===== src/rtl/byte_skid_buffer.sv =====
// byte_skid_buffer: two-entry valid/ready slice with registered outputs.
// Optional BYTE_SKID_BUFFER_STATS_EN adds a 16-bit output handshake counter.
module byte_skid_buffer #(
  parameter int WIDTH = 8
) (
  input  logic             clk,
  input  logic             areset_n,
  input  logic             s_valid,
  output logic             s_ready,
  input  logic [WIDTH-1:0] s_data,
  output logic             m_valid,
  input  logic             m_ready,
`ifdef BYTE_SKID_BUFFER_STATS_EN
  output logic [WIDTH-1:0] m_data,
  output logic [15:0]      xfer_count
`else
  output logic [WIDTH-1:0] m_data
`endif
);

  // bit0 = m_valid, bit1 = full; outputs are raw flop bits
  typedef enum logic [1:0] {
    EMPTY = 2'b00,
    ONE   = 2'b01,
    TWO   = 2'b11
  } state_e;

  state_e           state_q, state_d;
  logic [WIDTH-1:0] main_q, main_d;
  logic [WIDTH-1:0] skid_q, skid_d;
  logic             in_hs;
  logic             out_hs;

  assign m_valid = state_q[0];
  assign s_ready = ~state_q[1];
  assign m_data  = main_q;

  assign in_hs  = s_valid & s_ready;
  assign out_hs = m_valid & m_ready;

  // next-state and storage steering
  always_comb begin
    state_d = state_q;
    main_d  = main_q;
    skid_d  = skid_q;
    unique case (state_q)
      EMPTY: begin
        if (in_hs) begin
          main_d  = s_data;
          state_d = ONE;
        end
      end
      ONE: begin
        if (in_hs && out_hs) begin
          main_d = s_data;
        end else if (in_hs) begin
          skid_d  = s_data;
          state_d = TWO;
        end else if (out_hs) begin
          state_d = EMPTY;
        end
      end
      TWO: begin
        if (out_hs) begin
          main_d  = skid_q;
          state_d = ONE;
        end
      end
      default: state_d = EMPTY;
    endcase
  end

  // state and data registers
  always_ff @(posedge clk or negedge areset_n) begin
    if (!areset_n) begin
      state_q <= EMPTY;
      main_q  <= '0;
      skid_q  <= '0;
    end else begin
      state_q <= state_d;
      main_q  <= main_d;
      skid_q  <= skid_d;
    end
  end

`ifdef BYTE_SKID_BUFFER_STATS_EN
  logic [15:0] cnt_q, cnt_d;

  assign cnt_d      = out_hs ? cnt_q + 16'd1 : cnt_q;
  assign xfer_count = cnt_q;

  // output handshake counter, wraps naturally
  always_ff @(posedge clk or negedge areset_n) begin
    if (!areset_n) cnt_q <= '0;
    else           cnt_q <= cnt_d;
  end
`endif

endmodule


===== config.mk =====
export PLATFORM = sky130hd
export DESIGN_NAME = byte_skid_buffer
export DESIGN_NICKNAME = d
export VERILOG_FILES = /design/src/rtl/byte_skid_buffer.sv
export SDC_FILE = /design/constraint.sdc
export NUM_CORES = 1
export LEC_CHECK = 0
export ABC_AREA = 0
export BUFFER_PORTS_ARGS = -buffer_cell sky130_fd_sc_hd__buf_4
export CAP_MARGIN = 25
export CORE_ASPECT_RATIO = 1.4
export CORE_MARGIN = 2
export CORE_UTILIZATION = 38
export DETAILED_ROUTE_END_ITERATION = 10
export GPL_ROUTABILITY_DRIVEN = 1
export SYNTH_ARGS = -nofsm -noshare
export SYNTH_HDL_FRONTEND = slang
export SYNTH_SLANG_ARGS = --single-unit

===== constraint.sdc =====
create_clock -name clk -period 1.86 [get_ports clk]
set_clock_uncertainty 0.1 [all_clocks]
set_input_delay 0.093 -clock clk [delete_from_list [all_inputs] [get_ports clk]]
set_output_delay 0.093 -clock clk [all_outputs]
set_load 0.01 [all_outputs]

==> results.md, run 1 <==
Outcome:
- The run finished with clean final reports.

Route:
- The first-pass iteration count of the detailed router is 2.
- Once detail routing completed, the nets flagged for antenna violations numbered 0.
- The number of vias in the routed layout is between 600 and 700.
- The wire length per cell after detailed routing is 12.6 um.
- The final layout contains routed wiring with a total length of between 1500 and 2000 um.
- In the routed design, unresolved DRC markers number 0.
- In the routed layout, each cell is associated on average with a via count of between 5 and 6.
- The initial detailed-routing violation count is 7.

STA:
- Setup violations remaining at the end of the flow were counted as 0.
- Setup repair after global routing left no endpoint under its margin.
- Of the available clock period, the critical path in the final layout requires ~94%.
- The worst-case headroom to the max-slew limit is 82.1%.
- At the pin with the least slew margin, the transition time is roughly 0.27 ns.
- The final count of pins violating max slew came to 0.
- The number of failing hold endpoints at the final stage was 0.
- The final critical-path required period is approximately 1.8 ns.
- The setup TNS is 0 ns.
- Static timing analysis puts the maximum clock frequency at around 570 MHz.

Min path:
- The worst min-delay path class is input port to asynchronous set/reset pin.

Run:
- The max-capacitance violation count is 0.

Yosys:
- The synthesized design contains 18 register bits.
- Synthesis produced a netlist whose cell count is 74.
- The cell area that synthesis handed to floorplanning was between 900 and 1000 um2.
- The average instance in the mapped netlist occupies 12.6 um2.
- The part of the Yosys area used for sequential elements is approximately half.
- Synthesis produced a netlist with a net count of 91.
- The netlist uses 21 different library cells.
- The number of synthesis warnings is 0.

Finish:
- The leading cell type in the layout, fill and taps excluded is buf_4.
- The net count reported at finish is roughly 130.
- Cells with a size suffix above 1 make up around 45% of the layout.
- For this run, the share of the core covered by cells in the final layout is a little over half.
- The number of antenna diodes in the final layout is 0.
- In the layout the commonest cells are 25 x buf_4, 17 x dfrtp_1, 9 x mux2_2, 9 x dlygate4sd3_1.
- The layout overhead on the synthesized area is 34.5%.

Power:
- For this design the ratio of total power to cell area is about 1600 nW/um2.
- The static leakage power is 0.565 nW.
- The worst-case IR drop observed on VDD is ~0.00077 V.

Critical path:
- STA puts the critical path data required time at about 2 ns.
- The critical path start-end classification is flip-flop to flip-flop.
- The worst path arrival time is 1.87 ns.
- The worst register-to-register path begins at state_q[0].
- The number of cells on the worst reg-to-reg path is 7.
- The capturing element of the worst setup path is m_data[6].
- The largest fanout on the critical path is 8.
- Setup slack on the worst reg-to-reg path comes out at about 0.11 ns.
- In this run the critical register-to-register path is captured at m_data[6].
- The kind of end point of the critical path is a flip-flop.
- In this run the worst setup path begins at state_q[0].
- The slowest stage of the critical path is the dfrtp_2 cell.
- The signal on the critical path passes through inv_1 -> ha_1 -> nor2_1 -> a41oi_2 -> or2_1 -> buf_4 -> o21ai_2.
- In this design, the stage delay of the slowest critical-path cell is roughly 0.46 ns.
- The startpoint kind of the worst setup timing path is a flip-flop.

GRT:
- The initial antenna violation count was 0.
- The first global-routing pass estimated about 2800 um of wire.
- Entering global routing, the biggest net connects 19 pins.
- Across every metal layer, demand over resource in global routing totals 13.2%.
- The number of global-route vias before repair is between 600 and 700.
- The remaining global-route overflow is 0.

Die:
- After floorplanning, the core was sized to cover between 2000 and 2500 um2.
- The number of I/O pins is 22.
- The die is ~63 um tall.
- The floorplan has 21 rows.
- The starting density of the core is roughly two fifths.
- The area of the die is around 2900 um2.
- Measured along the x axis, the die boundary spans 45.9 um.

Clock network:
- The number of buffers added for setup after CTS is 0.
- In this run the clock root is driven by a clkbuf_4.
- The number of sinks handled by clock tree synthesis is 18.
- Counting along the longest clock path gives a buffer depth of 2.
- The clock tree from TritonCTS is yes.
- The TritonCTS buffer count is 3.
- For the worst-skew pair, the clock arrives at the later sink with an insertion delay of about 0.28 ns.
- In this run, post-CTS repair resized a total of 0 instances.
- CTS built an H-tree with a depth of 1.
- The clock transition at the register clock pins on the worst setup and hold paths after CTS is 0.10 ns.

Placed design:
- During placement, the flow inserted port buffers numbering 21.
- The HPWL reported at the end of detailed placement is roughly 1300 um.
- The final RePlAce weighted congestion is between 0.8 and 0.9.
## flip-flops by register name (all words and copies together), names as in the netlist
signal and cells:
m_data 8, skid_q 8, state_q 2
## worst min path at each step
| stage | endpoint | slack (ns) | start |
|---|---|---|---|
| after global placement | skid_q[4] | -0.13 | areset_n |
| final | skid_q[4] | 0.1 | areset_n |
| after detailed placement | skid_q[4] | -0.12 | areset_n |
| after global routing | skid_q[4] | 0.11 | areset_n |
| after CTS | skid_q[4] | 0.09 | areset_n |
| after floorplan | m_data[0] | -0.30 | areset_n |
## worst max-delay path, delay by kind of cell, from the launching register on
family | cells | cell delay [ns]
AOI/OAI and AO/OA | 2 | 0.18
adders and majority gates | 1 | 0.32
buffers and inverters | 2 | 0.27
DFF | 1 | 0.46
and+or+nand+nor | 2 | 0.34
## where the power goes
group	internal, mW	total (mW)	switching [mW]	leakage [nW]
sequential	0.589	0.702	0.113	0.218
clock	0.0832	0.193	0.110	0.0150
combinational	0.550	1.05	0.499	0.331
total	1.22	1.95	0.723	0.565
## cell type report
class | instances | area, um2
multi-input cells | 52 | 463
repair buffers | 34 | 278
inverters | 2 | 7.51
clock buffers | 4 | 26.3
well taps | 23 | 28.8
flip-flops and latches | 18 | 452
fillers | 226 | 1110
## Yosys cell counts (all sizes together)
master / n / area (um2)
dfrtp: 18 / 450
o21ai: 16 / 110
mux2: 10 / 113
mux2i: 8 / 80.1
ha: 5 / 62.6
a21oi: 2 / 10.0
buf: 2 / 16.3
inv: 2 / 7.51
nand2: 2 / 10.0
nor2: 2 / 7.51
a22o: 1 / 17.5
a41oi: 1 / 16.3
nand2b: 1 / 6.26
nand3: 1 / 5.00
nor2b: 1 / 6.26
or2: 1 / 6.26
xnor2: 1 / 8.76
## routing by layer
metal | track usage, % | vias to the layer above | part of all wire [%]
met2 | 21.4 | 11 | 54
li1 | - | 338 | -
met4 | 7.50 | 0 | 1.0
met3 | 2.02 | 2 | 3.4
met1 | 15.7 | 331 | 41
met5 | 0 | - | 0
## metrics by stage
step	setup WS (ns)	hold slack, ns	std cells	power (mW)	instance area, um2
after floorplan	0.0391	-0.303	74	1.42	938
after global placement	0.169	-0.126	120	1.74	1140
after detailed placement	0.109	-0.123	120	1.77	1140
after CTS	0.0838	0.0910	133	1.99	1250
after global routing	0.00384	0.111	133	2.10	1250
final	0.110	0.0986	133	1.95	1250
## what timing repair did
| item | in CTS | in global routing |
|---|---|---|
| endpoints found under the setup margin | 0 | 0 |
| hold endpoints to repair | 34 | 0 |
| hold buffers | 9 | 0 |
## cells by family after synthesis
family / count (synthesis) / synth area share, %
AOI/OAI and AO/OA: 20 / 16.5
muxes: 18 / 20.6
DFF: 18 / 48.3
and+or+nand+nor: 8 / 4.42
adders and majority gates: 5 / 6.70
buffers and inverters: 4 / 2.55
xor gates and xnor gates: 1 / 0.939
Power figures use the tool's default switching activity.
==> run 2, diff against run 1 <==
- CELL_PAD_IN_SITES_DETAIL_PLACEMENT: default -> 0
- CELL_PAD_IN_SITES_GLOBAL_PLACEMENT: default -> 1
- CORE_MARGIN: 2 -> 4
- CORE_UTILIZATION: 38 -> 37
- PLACE_DENSITY_LB_ADDON: default -> 0.1
==> results.md, run 2 (synthesized netlist as in run 1, its figures left out) <==
GRT:
- The number of global-route vias before repair came to 728 (+8.7%).
- The global-route usage over all layers is 13.7% (+0.54 points).
- The wire length of the first global-routing pass is 3450 um (+25%).
- The remaining global-route overflow is 0 (unchanged).
- The initial antenna violation count came to 0 (unchanged).
- The largest net degree at the start of global routing came to 19 (unchanged).

Clock network:
- The deepest level of the CTS H-tree is 1 (unchanged).
- The number of sinks handled by clock tree synthesis came to 18 (unchanged).
- The worst-skew pair later-pin latency was 0.29 ns (about the same).
- The clock transition at the register clock pins on the worst setup and hold paths after CTS is 0.10 ns (about the same).
- The clock tree root driver cell is clkbuf_4.
- The clock tree from TritonCTS is yes.
- The TritonCTS buffer count is 3 (unchanged).
- The maximum buffer depth of the clock tree came to 2 (unchanged).

STA:
- The highest attainable clock frequency is 581 MHz (+1.7%).
- The post-route fraction of the period consumed by the critical path came to 92.5% (-1.6 points).
- The final critical-path required period came to 1.72 ns (-0.0299 ns).
- The setup TNS is 0 ns (unchanged).
- The final-report setup violation count was 0 (unchanged).
- The final count of pins violating max slew came to 0 (unchanged).
- Setup repair after global routing left no endpoint under its margin.
- The number of failing hold endpoints at the final stage came to 0 (unchanged).
- The final worst hold slack came to 0.0905 ns (-0.00803 ns).
- The minimum setup slack in the final design is 0.139 ns (+0.0299 ns).
- The transition time at the pin with the least slew margin came to 0.285 ns (+0.0170 ns).
- The worst-case headroom to the max-slew limit is 81.0% (-1.1 points).

Critical path:
- The largest fanout on the critical path was 3 (-5).
- The delay contributed by the slowest stage of the critical path came to 0.41 ns (-0.05 ns).
- The critical path data required time is 1.95 ns (-0.03 ns).
- The worst path arrival time is 1.81 ns (-0.06 ns).
- For this design, the slowest cell found on the critical path is dfrtp_1.
- Walking the worst path, the cells encountered are buf_4 -> ha_1 -> a22o_4 -> a21oi_2 -> mux2_2.
- The critical path is of the flip-flop to flip-flop type.
- The startpoint kind of the worst setup timing path is a flip-flop.
- The kind of end point of the critical path is a flip-flop.

Die:
- The width of the die is 50.5 um (+9.9%).
- The core area came to 2390 um2 (+1.1%).
- The area of the die is 3400 um2 (+18%).
- The starting density of the core is 39.0% (-0.43 points).
- The floorplan row count is 21 (unchanged).
- The die extent in y came to 67.4 um (+7.6%).
- The number of I/O pins is 22 (unchanged).

Placed design:
- The post-place setup slack is 0.123 ns (+0.0140 ns).
- The count of input and output buffers is 21 (unchanged).
- The HPWL reported at the end of detailed placement is 1450 um (+13%).
- The placed standard-cell area is 1170 um2 (+3.0%).
- The final RePlAce weighted congestion is 0.697 (-13%).
- The placed cell count is 132 (+10%).

Route:
- The detailed-route wire length on metal 1 is 737 um (+5.6%).
- The first-pass iteration count of the detailed router is 4 (+2).
- Routed signal wires occupy layers up through met4.
- The number of vias in the routed layout is 700 (+2.6%).
- The sum of met2 wire segment lengths after detailed routing is 1010 um (+11%).
- The detailed-route wire length is 1880 um (+12%).
- The wire length per cell after detailed routing is 12.7 um (+0.23%).
- The DRC violation count after routing is 0 (unchanged).
- The remaining antenna violation count is 0 (unchanged).
- The detail-routed via count per cell was 4.73 (-7.8%).
- The initial detailed-routing violation count is 5 (-2).
- The amount of wire on met3 after detailed routing is 95 um (+67%).

Finish:
- The total inserted antenna cells is 0 (unchanged).
- The share of final-layout standard cells stronger than drive strength 1 is 47.4% (+1.9 points).
- The final core area utilization is 54.8% (+1.8 points).
- In the layout the commonest cells are 28 x buf_4, 17 x dfrtp_1, 9 x mux2_2, 9 x dlygate4sd3_1.
- The layout overhead on the synthesized area is 40.5%.
- The net count reported at finish came to 132 (+3.1%).
- The count of placed standard cells in the final layout, fillers left out came to 148 (+11%).
- Leaving out fill and tap cells, the most frequent cell in the layout is buf_4.
- The finished layout cell area is 1310 um2 (+4.5%).
- The number of fill cells in the layout was 229 (+1.3%).

Run:
- The max-capacitance violation count came to 0 (unchanged).

Power:
- The power density of the placed cells is 1570 nW/um2 (+1.4%).
- The peak ir drop on the vdd network is 0.000602 V (-22%).
- The overall power is 2.06 mW (+5.9%).
- The static leakage power is 0.591 nW (+4.6%).

Min path:
- In this run the worst hold path is classified as input port to asynchronous set/reset pin.

Outcome:
- The flow ran to the end, and the final reports show no timing, DRC or antenna violations.
run 2: cell count changes in the layout (fill, tap and decap cells not counted), sizes merged:
cell	before	now
buf	25	29
run 2: worst max-delay path: cells and delay by family (launching register included):
family | cells | cell delay, ns
DFF | 1 | 0.41
muxes | 1 | 0.35
adders and majority gates | 1 | 0.20
AOI/OAI and AO/OA | 2 | 0.41
buffers and inverters | 1 | 0.14
run 2: area by class of cell:
type	instances	area (um2)	share of cell area, %
Inverter	2	7.51	0.573
Timing Repair Buffer	38	320	24.4
Tap cell	34	42.5	3.24
Sequential cell	18	452	34.4
Clock buffer	4	26.3	2.00
Multi-Input combinational cell	52	463	35.3
run 2: what timing repair did:
action | CTS | global route
hold endpoints to repair | 33 | 0
gates resized for setup | 0 | 0
hold buffers | 9 | 0
endpoints found under the setup margin | 0 | 6
setup buffers | 0 | 3
run 2: metal layers:
layer  global-route usage, %  vias up
met3                    2.65        4
met4                    7.74        0
li1                        -      348
met5                       0        -
met2                    23.7       14
met1                    15.8      334
run 2: worst paths after layout:
kind | start | depth (start not counted) | slack (ns) | to
max | state_q[1] | 5 | 0.14 | state_q[0]
max in group asynchronous | areset_n | 2 | 1.36 | state_q[0]
min | areset_n | 2 | 0.09 | skid_q[3]
min reg2reg | skid_q[1] | 1 | 0.41 | skid_q[1]
max reg2reg | state_q[1] | 5 | 0.14 | state_q[0]
min in group clk | m_ready | 5 | 0.31 | skid_q[5]
run 2: power by group:
| part | switching [mW] | internal (mW) | leakage (nW) | total [mW] |
|---|---|---|---|---|
| combinational | 0.535 | 0.632 | 0.357 | 1.17 |
| sequential | 0.106 | 0.589 | 0.218 | 0.695 |
| clock | 0.115 | 0.0834 | 0.0150 | 0.198 |
| total | 0.756 | 1.30 | 0.591 | 2.06 |
==> run 3, diff against run 2 <==
- SETUP_SLACK_MARGIN: default -> 0.2
==> results.md, run 3 (synthesized netlist as in run 1, its figures left out) <==
Clock network:
- The maximum buffer depth of the clock tree is 2 (unchanged).
- The clock tree root driver cell is clkbuf_4.
- The number of sinks handled by clock tree synthesis is 18 (unchanged).
- The TritonCTS buffer count came to 3 (unchanged).
- The worst-skew pair later-pin latency is 0.29 ns (about the same).
- The clock tree from TritonCTS is yes.
- The deepest level of the CTS H-tree is 1 (unchanged).
- The clock transition at the register clock pins on the worst setup and hold paths after CTS is 0.10 ns (about the same).

GRT:
- The largest net degree at the start of global routing is 19 (unchanged).
- The global-route usage over all layers is 13.5% (-0.24 points).
- The number of global-route vias before repair was 758 (+4.1%).
- The remaining global-route overflow is 0 (unchanged).
- The wire length of the first global-routing pass was 3430 um (-0.61%).
- The initial antenna violation count came to 0 (unchanged).

Critical path:
- Traced cell by cell, the critical path runs through ha_4 -> a22o_4 -> a21oi_4 -> mux2_4.
- For this design, the slowest cell found on the critical path is dfrtp_2.
- The startpoint kind of the worst setup timing path is a flip-flop.
- The delay contributed by the slowest stage of the critical path is 0.48 ns (+0.07 ns).
- The critical path data required time came to 1.94 ns (about the same).
- The largest fanout on the critical path is 6 (+3).
- The worst setup path is of the flip-flop to flip-flop kind.
- The worst path arrival time is 1.72 ns (-0.09 ns).
- The worst setup path is captured at a flip-flop.

STA:
- The worst-case headroom to the max-slew limit is 80.9% (-0.099 points).
- The setup TNS is 0 ns (unchanged).
- The number of failing hold endpoints at the final stage is 0 (unchanged).
- The final critical-path required period is 1.64 ns (-0.0787 ns).
- The highest attainable clock frequency is 609 MHz (+4.8%).
- Setup repair after global routing could not meet its margin everywhere.
- The final worst hold slack came to 0.102 ns (+0.0110 ns).
- The final-report setup violation count is 0 (unchanged).
- The transition time at the pin with the least slew margin is 0.287 ns (+0.00147 ns).
- The post-route fraction of the period consumed by the critical path came to 88.3% (-4.2 points).
- The final count of pins violating max slew was 0 (unchanged).

Route:
- The number of vias in the routed layout is 691 (-1.3%).
- The DRC violation count after routing is 0 (unchanged).
- The detailed-route wire length came to 1860 um (-0.85%).
- The first-pass iteration count of the detailed router is 3 (-1).
- The initial detailed-routing violation count is 2 (-3).
- The detail-routed via count per cell is 4.67 (-1.3%).
- The remaining antenna violation count is 0 (unchanged).
- The wire length per cell after detailed routing is 12.6 um (-0.85%).

Min path:
- The worst min-delay path class is input port to asynchronous set/reset pin.

Die:
- The starting density of the core is 39.0% (unchanged).
- The area of the die is 3400 um2 (unchanged).
- The core area is 2390 um2 (unchanged).
- The floorplan row count is 21 (unchanged).
- The die extent in y is 67.4 um (unchanged).
- The width of the die is 50.5 um (unchanged).
- The number of I/O pins is 22 (unchanged).

Finish:
- The library cells used most frequently in the layout, excluding fill and tap cells, are 28 x buf_4, 16 x dfrtp_1, 9 x o21ai_2, 9 x dlygate4sd3_1.
- The total inserted antenna cells is 0 (unchanged).
- The number of fill cells in the layout is 223 (-2.6%).
- Leaving out fill and tap cells, the most frequent cell in the layout is buf_4.
- The area occupied by multi-input gates is 519 um2 (+12%).
- From synthesis to final layout, the design area changed by 47.1%.
- The share of final-layout standard cells stronger than drive strength 1 was 57.0% (+9.6 points).
- The register cell area after layout is 453 um2 (+0.28%).
- The net count reported at finish is 132 (unchanged).

Outcome:
- The flow ran to the end, and the final reports show no timing, DRC or antenna violations.

Power:
- The static leakage power is 0.604 nW (+2.3%).
- The peak ir drop on the vdd network is 0.000661 V (+9.7%).
- The power density of the placed cells came to 1620 nW/um2 (+3.2%).

Placed design:
- The final RePlAce weighted congestion is 0.711 (+2.0%).
- The count of input and output buffers is 21 (unchanged).
- The HPWL reported at the end of detailed placement was 1420 um (-2.3%).

Run:
- The max-capacitance violation count is 0 (unchanged).
-- run 3: cell counts in the layout (fill, tap and decap cells not counted) --
No cell type changed its count.
-- run 3: what timing repair did --
item / 4_1_cts / 5_1_grt
hold buffers: 9 / 0
endpoints found under the hold margin: 34 / 0
resized for setup: 4 / 14
pin swaps: 1 / 4
buffers inserted: 4 / 1
endpoints found under the setup margin: 11 / 14
-- run 3: metal layers --
metal  wire length [um]  track usage [%]
met1                738             15.1
met2               1030             24.5
met3                 73             1.99
met4                 21             7.07
met5                  0                0
-- run 3: metrics by stage --
stage          utilization (%)  std cells  power (mW)  setup slack [ns]  instance area, um2
2_1_floorplan                -         74        1.50             0.133                 972
3_3_place_gp              49.0        130        1.80            0.0239                1170
3_5_place_dp              49.0        130        1.83           -0.0128                1170
4_1_cts                   55.7        147        2.18             0.180                1330
5_1_grt                   57.4        148        2.45             0.155                1370
6_report                  57.4        148        2.23             0.218                1370
-- run 3: critical path: cells and delay by family, from the launching register on --
family / cells / cell delay [ns]
DFF: 1 / 0.48
AOI/OAI and AO/OA: 2 / 0.44
muxes: 1 / 0.32
adders and majority gates: 1 / 0.19
-- run 3: worst paths after layout --
| kind | from | endpoint | slack (ns) | cells past startpoint |
|---|---|---|---|---|
| worst max-delay path | state_q[1] | state_q[0] | 0.22 | 4 |
| worst min-delay path | areset_n | m_data[4] | 0.10 | 2 |
| worst max register to register | state_q[1] | state_q[0] | 0.22 | 4 |
| worst min register to register | m_data[2] | m_data[2] | 0.40 | 2 |
| max in group asynchronous | areset_n | state_q[0] | 1.35 | 2 |
| min in group clk | s_valid | m_data[6] | 0.21 | 5 |
-- run 3: area by class of cell --
class                           count  area share, %
Multi-Input combinational cell     52           37.8
Clock buffer                        4           2.64
Timing Repair Buffer               38           22.7
Sequential cell                    18           33.0
Inverter                            2          0.729
Tap cell                           34           3.10
-- run 3: power breakdown --
group	leakage, nW	total (mW)	switching, mW	internal (mW)
Clock	0.0210	0.233	0.114	0.119
Combinational	0.367	1.27	0.584	0.690
Sequential	0.217	0.719	0.128	0.590
